[src/rtl/range_finder_param.sv]
// -----------------------------------------------------------------------------
// range_finder_param
//
// Tracks the minimum and maximum of a qualified sample stream between a `go`
// pulse and a `finish` pulse. At the end of a session it reports the range
// (max-min), max, min and the number of accepted samples. These results are
// held until the next completed session. A sticky error flag reports protocol
// violations.
//
// Parameters:
//   WIDTH        sample width in bits (>= 2)
//   SIGNED_DATA  1 = data_in is two's complement, 0 = unsigned
//   CNT_W        width of the saturating sample counter
//
// Ports:
//   clock         in   rising-edge clock
//   reset         in   asynchronous active-low reset
//   go            in   start a session
//   finish        in   end a session
//   data_valid    in   data_in qualifier
//   data_in       in   [WIDTH-1:0] sample
//   range         out  [WIDTH:0]   max-min, unsigned, held
//   max_out       out  [WIDTH-1:0] session maximum, held
//   min_out       out  [WIDTH-1:0] session minimum, held
//   sample_count  out  [CNT_W-1:0] accepted samples, saturating
//   result_valid  out  held result belongs to the last completed session
//   error         out  sticky protocol error
//   midpoint      out  [WIDTH-1:0] floor((max+min)/2)
//
// Optional feature macro: RANGE_FINDER_MIDPOINT_EN
//   defined   -> midpoint is registered with the other results
//   undefined -> midpoint is tied to 0 and no adder is built
// -----------------------------------------------------------------------------
module range_finder_param #(
    parameter int WIDTH       = 9,
    parameter int SIGNED_DATA = 0,
    parameter int CNT_W       = 8
) (
    input  logic             clock,
    input  logic             reset,
    input  logic             go,
    input  logic             finish,
    input  logic             data_valid,
    input  logic [WIDTH-1:0] data_in,
    output logic [WIDTH:0]   range,
    output logic [WIDTH-1:0] max_out,
    output logic [WIDTH-1:0] min_out,
    output logic [CNT_W-1:0] sample_count,
    output logic             result_valid,
    output logic             error,
    output logic [WIDTH-1:0] midpoint
);

    typedef enum logic {
        S_IDLE   = 1'b0,
        S_ACTIVE = 1'b1
    } state_t;

    state_t r_state;
    state_t w_state_nxt;

    // Running session values
    logic [WIDTH-1:0] r_min;
    logic [WIDTH-1:0] r_max;
    logic [CNT_W-1:0] r_cnt;
    logic             r_empty;

    // Held results
    logic [WIDTH:0]   r_range;
    logic [WIDTH-1:0] r_max_out;
    logic [WIDTH-1:0] r_min_out;
    logic [CNT_W-1:0] r_count_out;
    logic             r_result_valid;
    logic             r_error;

    // Session values after this cycle's sample (if any) is folded in
    logic [WIDTH-1:0] w_upd_min;
    logic [WIDTH-1:0] w_upd_max;
    logic [CNT_W-1:0] w_upd_cnt;
    logic             w_upd_empty;
    logic [CNT_W-1:0] w_base_cnt;
    logic             w_base_empty;

    logic             w_start;
    logic             w_active;
    logic             w_take;
    logic             w_close;
    logic             w_load;
    logic             w_err_set;
    logic [WIDTH:0]   w_range;

    function automatic logic is_less(input logic [WIDTH-1:0] a,
                                     input logic [WIDTH-1:0] b);
        if (SIGNED_DATA != 0) begin
            return $signed(a) < $signed(b);
        end
        return a < b;
    endfunction

    // Widen by one bit: sign-extend in signed mode, zero-extend otherwise
    function automatic logic [WIDTH:0] ext(input logic [WIDTH-1:0] a);
        return {((SIGNED_DATA != 0) & a[WIDTH-1]), a};
    endfunction

    function automatic logic [CNT_W-1:0] sat_inc(input logic [CNT_W-1:0] c);
        if (&c) begin
            return c;
        end
        return c + CNT_W'(1);
    endfunction

    always_comb begin
        w_start  = (r_state == S_IDLE) && go && !finish;
        w_active = (r_state == S_ACTIVE);
        w_close  = w_active && finish;

        // A legal go starts from an empty session; the go-cycle sample
        // (if qualified) becomes the first sample.
        w_base_empty = w_start ? 1'b1 : r_empty;
        w_base_cnt   = w_start ? '0   : r_cnt;
        w_take       = data_valid && (w_start || w_active);

        w_upd_min   = r_min;
        w_upd_max   = r_max;
        w_upd_cnt   = w_base_cnt;
        w_upd_empty = w_base_empty;
        if (w_take) begin
            if (w_base_empty || is_less(data_in, r_min)) begin
                w_upd_min = data_in;
            end
            if (w_base_empty || is_less(r_max, data_in)) begin
                w_upd_max = data_in;
            end
            w_upd_cnt   = sat_inc(w_base_cnt);
            w_upd_empty = 1'b0;
        end

        // A session closing with no samples produces no result
        w_load    = w_close && !w_upd_empty;
        w_err_set = ((r_state == S_IDLE) && finish) ||
                    (w_active && go) ||
                    (w_close && w_upd_empty);

        w_state_nxt = r_state;
        if (w_start) begin
            w_state_nxt = S_ACTIVE;
        end else if (w_close) begin
            w_state_nxt = S_IDLE;
        end

        w_range = ext(w_upd_max) - ext(w_upd_min);
    end

    always_ff @(posedge clock or negedge reset) begin
        if (!reset) begin
            r_state        <= S_IDLE;
            r_min          <= '0;
            r_max          <= '0;
            r_cnt          <= '0;
            r_empty        <= 1'b1;
            r_range        <= '0;
            r_max_out      <= '0;
            r_min_out      <= '0;
            r_count_out    <= '0;
            r_result_valid <= 1'b0;
            r_error        <= 1'b0;
        end else begin
            r_state <= w_state_nxt;
            r_min   <= w_upd_min;
            r_max   <= w_upd_max;
            r_cnt   <= w_upd_cnt;
            r_empty <= w_upd_empty;

            if (w_start) begin
                r_error        <= 1'b0;
                r_result_valid <= 1'b0;
            end else if (w_err_set) begin
                r_error <= 1'b1;
            end

            if (w_load) begin
                r_range        <= w_range;
                r_max_out      <= w_upd_max;
                r_min_out      <= w_upd_min;
                r_count_out    <= w_upd_cnt;
                r_result_valid <= 1'b1;
            end
        end
    end

`ifdef RANGE_FINDER_MIDPOINT_EN
    logic [WIDTH:0]   w_sum;
    logic [WIDTH-1:0] r_midpoint;

    // The sum fits in WIDTH+1 bits; dropping its LSB is the arithmetic
    // (signed) or logical (unsigned) shift right, floored toward -inf.
    assign w_sum = ext(w_upd_max) + ext(w_upd_min);

    always_ff @(posedge clock or negedge reset) begin
        if (!reset) begin
            r_midpoint <= '0;
        end else if (w_load) begin
            r_midpoint <= w_sum[WIDTH:1];
        end
    end

    assign midpoint = r_midpoint;
`else
    assign midpoint = '0;
`endif

    assign range        = r_range;
    assign max_out      = r_max_out;
    assign min_out      = r_min_out;
    assign sample_count = r_count_out;
    assign result_valid = r_result_valid;
    assign error        = r_error;

endmodule

[config.mk]
export PLATFORM = sky130hd
export DESIGN_NAME = range_finder_param
export DESIGN_NICKNAME = d
export VERILOG_FILES = /design/src/rtl/range_finder_param.sv
export SDC_FILE = /design/constraint.sdc
export NUM_CORES = 1
export LEC_CHECK = 0
export ABC_AREA = 1
export CAP_MARGIN = 20
export CORE_UTILIZATION = 45
export CTS_BUF_LIST = sky130_fd_sc_hd__clkbuf_4
export CTS_CLUSTER_SIZE = 25
export DETAILED_ROUTE_END_ITERATION = 6
export GPL_TIMING_DRIVEN = 0
export PLACE_DENSITY = 0.69
export SLEW_MARGIN = 20
export SYNTH_ARGS = -nofsm -noshare
export SYNTH_HDL_FRONTEND = slang
export SYNTH_SLANG_ARGS = --single-unit
[constraint.sdc]
create_clock -name clock -period 5.2 [get_ports clock]
set_input_delay 1.04 -clock clock [delete_from_list [all_inputs] [get_ports clock]]
set_output_delay 1.04 -clock clock [all_outputs]
set_load 0.01 [all_outputs]
==> impl_metrics.json, run 1 <==
{
  "avgSynthCellArea_um2": 7.96,
  "postCtsSetupRepairBufs": 0,
  "clk_latency_ns": 0.41,
  "hold_depth": 2,
  "dp_hpwl_mm": 6.47,
  "synth_top_area_frac": 0.427,
  "dieWidth_um": 94.0,
  "synth_area_leaders": "dfrtp_1 43%, nand2_1 16%, ha_1 8.5%",
  "cts_root_buf": "clkbuf_4",
  "gp_congestion": 0.851,
  "synth.yosys.seq_area_share": 0.434,
  "p_leak_uw": 0.00254,
  "initial_utilization": 0.464,
  "crit_top_cell": "nand2_1",
  "filler_cell_count": 765,
  "initialDrtViolationCount": 180,
  "htree_levels": 3,
  "cts_hold_buffers": 0,
  "yosysTopAreaCell": "dfrtp_1",
  "max-clock-path-buffers": 2,
  "fin_cells": 660,
  "p_total_uw": 2280,
  "status": "complete, no violations",
  "reg2reg_setup_slack_ns": 1.77,
  "clock_skew_ns": 0.0120,
  "tritoncts": "yes",
  "route.detailed.drc": 0,
  "cts_resized": 0,
  "core-area_mm2": 0.00822,
  "synthCells": 479,
  "fin_tns_setup_ns": 0,
  "grt_max_degree": 44,
  "p_sw_frac": 0.372,
  "seqPwrFrac": 0.332,
  "ant_nets": 0,
  "finalSetupViolCount": 0,
  "grt_pass1_vias": 3091,
  "cp_data_arrival_time_ns": 4.49,
  "grt_first_pass_wirelength_mm": 14.6,
  "drt_wl_total_mm": 8.60,
  "io_buffers": 51,
  "grt_usage": 0.214,
  "row_count": 33,
  "clkTransAtPathRegs_ns": 0.12,
  "powerDensity_mw_per_mm2": 483,
  "antenna_found_initial": 0,
  "ys_seq_elements": 66,
  "wl_per_cell_um": 13.0,
  "hp-start": "min_out[3]",
  "fin_crit_ns": 4.16,
  "vias": 3137,
  "register_area_mm2": 0.00165,
  "crit_path_start_kind": "primary input",
  "critPathLaunch": "data_in[8]",
  "finish.instance_area_mm2": 0.00471,
  "vdd_drop_max_mv": 0.233,
  "power_switching_uw": 848,
  "hold_violations": 0,
  "finalCritPeriodShare": 0.801,
  "dp_cells": 644,
  "cp-end-kind": "flop",
  "dpl_cell_area_mm2": 0.00450,
  "cp_slowest_stage_delay_ns": 0.50,
  "io-pin-count": 61,
  "multi_input_area_mm2": 0.00175,
  "combPwrFrac": 0.451,
  "via_per_inst": 4.75,
  "synth_area_mm2": 0.00381,
  "crit_chain": "clkdlybuf4s50_1 -> inv_1 -> ha_1 -> a21o_1 -> nor2_1 -> nand3_1 -> nand2_2 -> nand2_2 -> nand2_1 -> nand2_1 -> ha_1 -> fa_1 -> o21ai_0 -> nand2_1 -> nor2_1 -> nand2_1 -> nand2_1 -> nand2_1 -> nand3_1 -> nand2_1",
  "die_y_um": 94.0,
  "crit_slowest_cell": "clkdlybuf4s50_1",
  "drive_above_1_share": 0.114,
  "worstRegToRegCells": 20,
  "max_cap_violations": 0,
  "syn_to_final_growth_pct": 23.6,
  "internal_power_uw": 1430,
  "clock_sinks": 66,
  "critPathRequiredTime_ns": 5.52,
  "fmax_mhz": 240,
  "crit_path_max_fanout": 10,
  "worstHoldPathType": "flop to flop",
  "drv_slew": 0,
  "grt_setup_unrepaired": "no",
  "drtPass1Iterations": 4,
  "diodes": 0,
  "rr_startpoint": "r_min[8]",
  "dieArea_mm2": 0.00884,
  "crit_type": "primary input to flop",
  "cts_made_buffers": 9,
  "ys_warn_count": 0,
  "clkPwrFrac": 0.217,
  "grt_overflow": 0,
  "synth_cell_type_count": 29,
  "nNetsFinal": 591
}
==> logic make-up after synthesis <==
logic type                 after synthesis  share of synthesized area
and+or+nand+nor                        260                      0.298
buffers and inverters                   90                      0.115
DFF                                     66                      0.434
AOI/OAI and AO/OA                       28                     0.0466
adders and majority gates               27                     0.0906
xor gates and xnor gates                 7                     0.0161
other                                    1                   0.000984
==> final timing paths <==
kind | end
setup / recovery | range[8]
hold / removal | min_out[3]
min in group asynchronous | min_out[7]
setup reg to reg | range[8]
max in group asynchronous | r_min[3]
hold reg to reg | min_out[3]
==> final cells by class <==
type,count,share of cell area
well taps,105,0.0279
plain buffers,19,0.0356
repair buffers,52,0.112
clock inverters,7,0.0300
flip-flops and latches,66,0.351
multi-input cells,331,0.372
clock buffers,9,0.0143
inverters,71,0.0571
==> through the flow <==
stage	hold slack, ns	worst slack (ns)	utilization
3_3_place_gp	0.461	0.723	0.546
6_report	0.486	1.04	0.573
2_1_floorplan	0.499	1.63	-
5_1_grt	0.515	0.784	0.573
3_5_place_dp	0.465	0.656	0.548
4_1_cts	0.495	1.10	0.573
==> routing by layer <==
layer | share of wire | track usage
met5 | 0 | 0
met2 | 0.45 | 0.324
met1 | 0.50 | 0.313
met4 | 0.0098 | 0.0782
met3 | 0.041 | 0.0275
==> state kept, by name, summed over array words and instances (netlist names) <==
register and cells:
r_min 9, result_valid 1, r_max 9, error 1, min_out 9, r_cnt 8, sample_count 8, max_out 9
r_state 1, range 10, r_empty 1
==> cells in the final DEF (no fill, tap or decap), drive strengths merged <==
| master | n |
|---|---|
| nand2 | 171 |
| inv | 71 |
| dfrtp | 65 |
| nand3 | 58 |
| clkdlybuf4s50 | 50 |
| ha | 26 |
| buf | 21 |
| nor2 | 16 |
| o21ai | 14 |
| a21oi | 11 |
| and2 | 10 |
| conb | 9 |
| clkbuf | 9 |
| xor2 | 4 |
| bufinv | 4 |
| xnor2 | 3 |
| clkinv | 3 |
| a21o | 2 |
| nand4 | 2 |
| nor3 | 2 |
| nand3b | 1 |
| a21boi | 1 |
| fa | 1 |
| dfstp | 1 |
==> Yosys cell counts (all sizes together) <==
library cell / n
ha: 26
dfstp: 1
and2: 10
a21oi: 11
nand4: 2
fa: 1
nor2: 16
nand3: 58
a21boi: 1
nor3: 2
dfrtp: 65
a21o: 2
inv: 71
nand2: 171
buf: 19
nand3b: 1
o21ai: 14
xnor2: 3
conb: 1
xor2: 4
==> critical path: cells and delay by family <==
family | cells | cell delay, ns
AND/OR/NAND/NOR | 13 | 1.45
adder cells (fa/ha/maj) | 3 | 0.94
buffers and inverters | 2 | 0.59
AO/OA/AOI/OAI | 2 | 0.46
==> power groups by stage <==
stage / Combinational, µW / Sequential (µW) / Clock (µW)
after CTS: 1020 / 758 / 499
final: 1030 / 757 / 493
after global placement: 990 / 764 / 0
after floorplan: 599 / 805 / 0
after detailed placement: 1010 / 767 / 0
after global routing: 1160 / 776 / 523
No activity file was read; power rests on OpenSTA's default activity.
==> run 2, diff against run 1 <==
==> constraint.sdc (replaced) <==
create_clock -name clock -period 4.2 [get_ports clock]
set_input_delay 0.84 -clock clock [delete_from_list [all_inputs] [get_ports clock]]
set_output_delay 0.84 -clock clock [all_outputs]
set_load 0.01 [all_outputs]
==> run 2 against run 1 <==
  * Die area unchanged
  * Clock power up 24%
  * Worst setup slack worse by 0.71 ns
  * Global-route usage unchanged
  * First-iteration DRC count down 2.8%
  * Combinational power up 23%
  * Worst hold slack worse by 0.17 ns
  * Via count up 0.57%
  * Largest cell class unchanged
==> impl_metrics.json, run 2 (same netlist as run 1, synthesis figures left out) <==
{
  "clk_latency_ns": 0.41,
  "crit_path_start_kind": "primary input",
  "clock_sinks": 66,
  "crit_buf_inv": 2,
  "cts_root_buf": "clkbuf_4",
  "finalCritPeriodShare": 0.924,
  "max-clock-path-buffers": 2,
  "grt_setup_unrepaired": "no",
  "final_cell_mix": "160 x nand2_1, 68 x inv_1, 65 x dfrtp_1",
  "io_buffers": 51,
  "rr_startpoint": "r_min[8]",
  "crit_chain": "clkdlybuf4s50_1 -> inv_1 -> ha_1 -> a21o_1 -> nor2_1 -> nand3_1 -> nand2_2 -> nand2_2 -> nand2_1 -> nand2_1 -> ha_1 -> fa_1 -> o21ai_1 -> nand2_1 -> nor2_1 -> nand2_1 -> nand2_1 -> nand2_1 -> nand3_1 -> nand2_1",
  "drv_slew": 0,
  "powerDensity_mw_per_mm2": 599,
  "via_per_inst": 4.78,
  "die_y_um": 94.0,
  "drive_above_1_share": 0.114,
  "max_cap_violations": 0,
  "dieArea_mm2": 0.00884,
  "dieWidth_um": 94.0,
  "power_switching_uw": 1050,
  "critPathRequiredTime_ns": 4.52,
  "seqPwrFrac": 0.332,
  "reg2reg_setup_slack_ns": 0.86,
  "drt_wl_total_mm": 8.59,
  "crit_slowest_cell": "clkdlybuf4s50_1",
  "internal_power_uw": 1770,
  "crit_top_cell": "nand2_1",
  "drtPass1Iterations": 4,
  "fin_tns_setup_ns": 0,
  "critPathTopFamily": "simple AND/OR/NAND/NOR gates",
  "cp.depth": 20,
  "setup_ws_ns": 0.321,
  "register_area_mm2": 0.00165,
  "crit_path_max_fanout": 10,
  "clock_skew_ns": 0.0123,
  "cp_data_arrival_time_ns": 4.19,
  "mostFrequentLayoutCell": "nand2_1",
  "grt_max_degree": 44,
  "cp-end-kind": "flop",
  "cp_slowest_stage_delay_ns": 0.50,
  "worstRegToRegCells": 20,
  "multi_input_area_mm2": 0.00175,
  "dp_cells": 644,
  "cts_made_buffers": 9,
  "grt_usage": 0.214,
  "combPwrFrac": 0.451,
  "vdd_drop_max_mv": 0.289,
  "wl_per_cell_um": 13.0,
  "htree_levels": 3,
  "gp_congestion": 0.851,
  "final_core_util": 0.573,
  "diodes": 0,
  "status": "complete, no violations",
  "vias": 3155,
  "ant_nets": 0,
  "largest_reg_flops": 10,
  "hold_violations": 0,
  "core-area_mm2": 0.00822,
  "clkTransAtPathRegs_ns": 0.12,
  "crit_type": "primary input to flop",
  "fin_crit_ns": 3.88,
  "postCtsSetupRepairBufs": 0,
  "fin_cells": 660,
  "p_sw_frac": 0.372,
  "filler_cell_count": 765,
  "row_count": 33,
  "grt_pass1_vias": 3091,
  "io-pin-count": 61,
  "nNetsFinal": 591,
  "route.detailed.drc": 0,
  "cts_hold_buffers": 0,
  "tritoncts": "yes",
  "dp_hpwl_mm": 6.47,
  "syn_to_final_growth_pct": 23.6,
  "fmax_mhz": 258,
  "grt_overflow": 0,
  "initialDrtViolationCount": 175,
  "initial_utilization": 0.464,
  "p_leak_uw": 0.00254,
  "worstHoldPathType": "primary input to asynchronous set/reset pin",
  "grt_first_pass_wirelength_mm": 14.6,
  "r2r_end": "range[8]",
  "clkPwrFrac": 0.216,
  "antenna_found_initial": 0,
  "finalSetupViolCount": 0,
  "dp_slack_ns": -0.144
}
-- run 2: cell count changes in the layout (fill, tap and decap cells not counted) --
cell | before | now
o21ai_1 | 1 | 2
o21ai_0 | 5 | 4
-- run 2: per-stage QoR --
| step | hold WS (ns) | instance area (µm²) | power (µW) |
|---|---|---|---|
| after floorplan | 0.499 | 3840 | 1740 |
| after global placement | 0.461 | 4480 | 2170 |
| after detailed placement | 0.465 | 4500 | 2200 |
| after CTS | 0.310 | 4710 | 2820 |
| after global routing | 0.319 | 4710 | 3050 |
| final | 0.315 | 4710 | 2820 |
-- run 2: power by group through the flow --
stage / Sequential [µW] / Clock [µW] / Combinational [µW]
after floorplan: 997 / 0 / 742
after global placement: 946 / 0 / 1230
after detailed placement: 949 / 0 / 1250
after CTS: 938 / 618 / 1270
after global routing: 960 / 648 / 1440
final: 937 / 610 / 1270
-- run 2: repair_timing --
action,in CTS,in global routing
endpoints found under the setup margin,0,1
hold endpoints to repair,0,0
gates resized for setup,0,1
-- run 2: area by class of cell --
type,instances,share of cell area
Multi-Input combinational cell,331,0.372
Sequential cell,66,0.351
Timing Repair Buffer,52,0.112
Inverter,71,0.0571
Buffer,19,0.0356
Clock inverter,7,0.0300
Tap cell,105,0.0279
Clock buffer,9,0.0143
-- run 2: worst max path at each step --
stage	to	start
global route	range[8]	data_in[8]
global placement	range[8]	data_in[8]
detailed placement	range[8]	data_in[8]
finish	range[8]	data_in[8]
floorplan	range[8]	data_in[8]
CTS	range[8]	data_in[8]
-- run 2: per-layer routing --
layer	vias up	GRT usage	wire (µm)
met5	-	0	0
met1	1462	0.313	4330
met3	7	0.0275	343
met2	67	0.324	3840
met4	0	0.0782	74
li1	1619	-	-
==> run 3, diff against run 2 <==
--- a/config.mk
+++ b/config.mk
@@ -5,14 +5,13 @@
 export SDC_FILE = /design/constraint.sdc
 export NUM_CORES = 1
 export LEC_CHECK = 0
-export ABC_AREA = 1
 export CAP_MARGIN = 20
 export CORE_UTILIZATION = 45
 export CTS_BUF_LIST = sky130_fd_sc_hd__clkbuf_4
 export CTS_CLUSTER_SIZE = 25
 export DETAILED_ROUTE_END_ITERATION = 6
 export GPL_TIMING_DRIVEN = 0
-export PLACE_DENSITY = 0.69
+export PLACE_DENSITY = 0.68
 export SLEW_MARGIN = 20
 export SYNTH_ARGS = -nofsm -noshare
 export SYNTH_HDL_FRONTEND = slang
==> constraint.sdc (replaced) <==
create_clock -name clock -period 3.75 [get_ports clock]
set_input_delay 0.75 -clock clock [delete_from_list [all_inputs] [get_ports clock]]
set_output_delay 0.75 -clock clock [all_outputs]
set_load 0.01 [all_outputs]
==> run 3 against run 2 <==
  * Power is 18% higher
  * First-iteration DRC count is 22% higher
  * Synthesized cell count is 17% lower
  * Worst hold slack worse by 0.13 ns
  * Routed wire length is 18% higher
  * Critical path type unchanged
  * Highest routed layer unchanged
==> impl_metrics.json, run 3 <==
{
  "finalSetupViolCount": 0,
  "nNetsFinal": 518,
  "io-pin-count": 61,
  "p_leak_uw": 0.00221,
  "fmax_mhz": 275,
  "cp_data_arrival_time_ns": 3.96,
  "synth_cell_type_count": 54,
  "vdd_drop_max_mv": 0.377,
  "clkTransAtPathRegs_ns": 0.11,
  "crit_top_cell": "buf_4",
  "synth_common_cells": "65 x dfrtp_1, 27 x nor3_1, 26 x ha_1",
  "cp-endpoint": "range[9]",
  "antenna_found_initial": 0,
  "cp.depth": 16,
  "dp_cells": 561,
  "synth_top_area_frac": 0.408,
  "setup_ws_ns": 0.111,
  "crit_slowest_cell": "o311a_1",
  "cts_made_buffers": 9,
  "reg2reg_setup_slack_ns": 0.19,
  "dieWidth_um": 96.1,
  "p_total_uw": 3330,
  "synth_most_common_cell": "dfrtp_1",
  "via_per_inst": 5.71,
  "hold_violations": 0,
  "dpl_cell_area_mm2": 0.00470,
  "drv_slew": 0,
  "clock_sinks": 66,
  "synth.yosys.seq_area_share": 0.415,
  "crit_path_start_kind": "primary input",
  "grt_max_degree": 51,
  "finish.instance_area_mm2": 0.00494,
  "avgSynthCellArea_um2": 10.0,
  "ys_warn_count": 0,
  "grt_overflow": 0,
  "largest_reg_flops": 10,
  "max_slew_margin": 0.360,
  "htree_levels": 3,
  "crit_type": "primary input to flop",
  "crit_path_max_fanout": 6,
  "powerDensity_mw_per_mm2": 674,
  "fin_cells": 587,
  "rr_startpoint": "r_min[8]",
  "ys.flop_type": "dfrtp_1",
  "cts_root_buf": "clkbuf_4",
  "wl_per_cell_um": 17.3,
  "grt_usage": 0.239,
  "critPathTopFamily": "compound AO/OA/AOI/OAI gates",
  "fin_crit_ns": 3.64,
  "crit_chain": "clkbuf_4 -> inv_2 -> ha_1 -> and4_1 -> a21oi_1 -> nor3b_2 -> buf_4 -> a21oi_4 -> buf_6 -> buf_4 -> mux2_2 -> ha_4 -> or3_1 -> o311a_1 -> o21a_1 -> o41ai_2",
  "r2r_end": "range[9]",
  "grt_setup_unrepaired": "no",
  "grt_first_pass_wirelength_mm": 16.2,
  "synth_area_leaders": "dfrtp_1 41%, ha_1 8.2%, mux2i_1 4.8%",
  "core-area_mm2": 0.00838,
  "synth-edff-count": 0,
  "synth_area_mm2": 0.00399,
  "route.detailed.drc": 0,
  "status": "complete, no violations",
  "mostFrequentLayoutCell": "dfrtp_1",
  "drtPass1Iterations": 4,
  "final_cell_mix": "65 x dfrtp_1, 38 x clkdlybuf4s50_1, 27 x nor3_1",
  "io_buffers": 50,
  "gp_congestion": 0.893,
  "initial_utilization": 0.475,
  "ys_seq_elements": 66,
  "clock_skew_ns": 0.00958,
  "worst_pin_slew_ns": 0.955,
  "filler_cell_count": 745,
  "dp_hpwl_mm": 7.45,
  "crit_buf_inv": 5,
  "max_cap_violations": 0,
  "finalCritPeriodShare": 0.970,
  "worstHoldPathType": "primary input to asynchronous set/reset pin",
  "holdWs_ns": 0.186,
  "drt_wl_total_mm": 10.2,
  "vias": 3350,
  "syn_to_final_growth_pct": 24.1,
  "worstRegToRegCells": 13,
  "ant_nets": 0,
  "clk_latency_ns": 0.42,
  "yosysTopAreaCell": "dfrtp_1",
  "async_reset_ff_frac": 1.00,
  "dp_slack_ns": -1.07,
  "drive_above_1_share": 0.199,
  "critPathLaunch": "data_in[7]",
  "synthCells": 397,
  "row_count": 33,
  "initialDrtViolationCount": 214,
  "tritoncts": "yes",
  "diodes": 0,
  "critPathRequiredTime_ns": 4.07,
  "grt_pass1_vias": 3205,
  "die_y_um": 96.1,
  "cp-end-kind": "flop",
  "cts_hold_buffers": 0,
  "cp_slowest_stage_delay_ns": 0.38,
  "max-clock-path-buffers": 2,
  "dieArea_mm2": 0.00924
}
==> run 3: cell count changes after synthesis, sizes merged, moves of 10 or more <==
cell and change:
a2111oi +10, clkbuf +11, nand3 -46, mux2i +19, nor3 +25, nand2 -152
inv -49, mux2 +16, a211oi +15
==> run 3: worst min-delay path by stage <==
| stage | startpoint | end | depth (start not counted) |
|---|---|---|---|
| floorplan | reset | error | 0 |
| global placement | result_valid | result_valid | 2 |
| detailed placement | result_valid | result_valid | 2 |
| CTS | reset | sample_count[0] | 1 |
| global route | reset | sample_count[0] | 1 |
| finish | reset | sample_count[0] | 1 |
==> run 3: layout make-up <==
| class | count | area (µm²) | area share |
|---|---|---|---|
| timing repair buffer | 62 | 578 | 0.117 |
| tap | 105 | 131 | 0.0266 |
| clock buffer | 10 | 75.1 | 0.0152 |
| sequential | 66 | 1650 | 0.334 |
| buffer | 30 | 188 | 0.0380 |
| multi-input combinational | 286 | 2180 | 0.441 |
| inverter | 22 | 82.6 | 0.0167 |
| clock inverter | 6 | 57.6 | 0.0116 |
==> run 3: stage by stage <==
| stage | utilization | setup TNS, ns |
|---|---|---|
| floorplan | - | 0 |
| global placement | 0.558 | -26.49 |
| detailed placement | 0.561 | -6.83 |
| CTS | 0.585 | 0 |
| global route | 0.590 | 0 |
| finish | 0.590 | 0 |
==> run 3: cell families after synthesis <==
group | after synthesis | synth area share
fa+ha+maj | 27 | 0.0867
flops | 66 | 0.415
mux | 35 | 0.0929
compound gates | 93 | 0.176
xor+xnor | 4 | 0.00879
buf+inv | 53 | 0.0641
other cells | 1 | 0.000941
simple gates | 118 | 0.156
==> run 3: power breakdown <==
part	switching (µW)	total [µW]	internal, µW
Sequential	164	1140	975
Clock	273	478	205
Combinational	845	1720	872
==> run 3: timing repair <==
item / in CTS / in global routing
gates resized for setup: 44 / 23
buffers inserted: 8 / 3
cloned: 0 / 0
setup endpoints to repair: 7 / 5
pin swaps: 4 / 5
==> run 3: metal layers <==
metal  global-route usage  vias up  routed length [µm]
met2                0.356      135                4480
met1                0.337     1579                4640
met5                    0        -                   0
met3               0.0316       20                 735
met4                0.129        0                 296
li1                     -     1616                   -
==> run 3: worst register-to-register path, delay by kind of cell, from the launching register on <==
family,cells,cell delay (ns)
mux,1,0.17
buf+inv,2,0.29
compound gates,6,1.49
simple gates,2,0.65
flops,1,0.38
fa+ha+maj,2,0.50
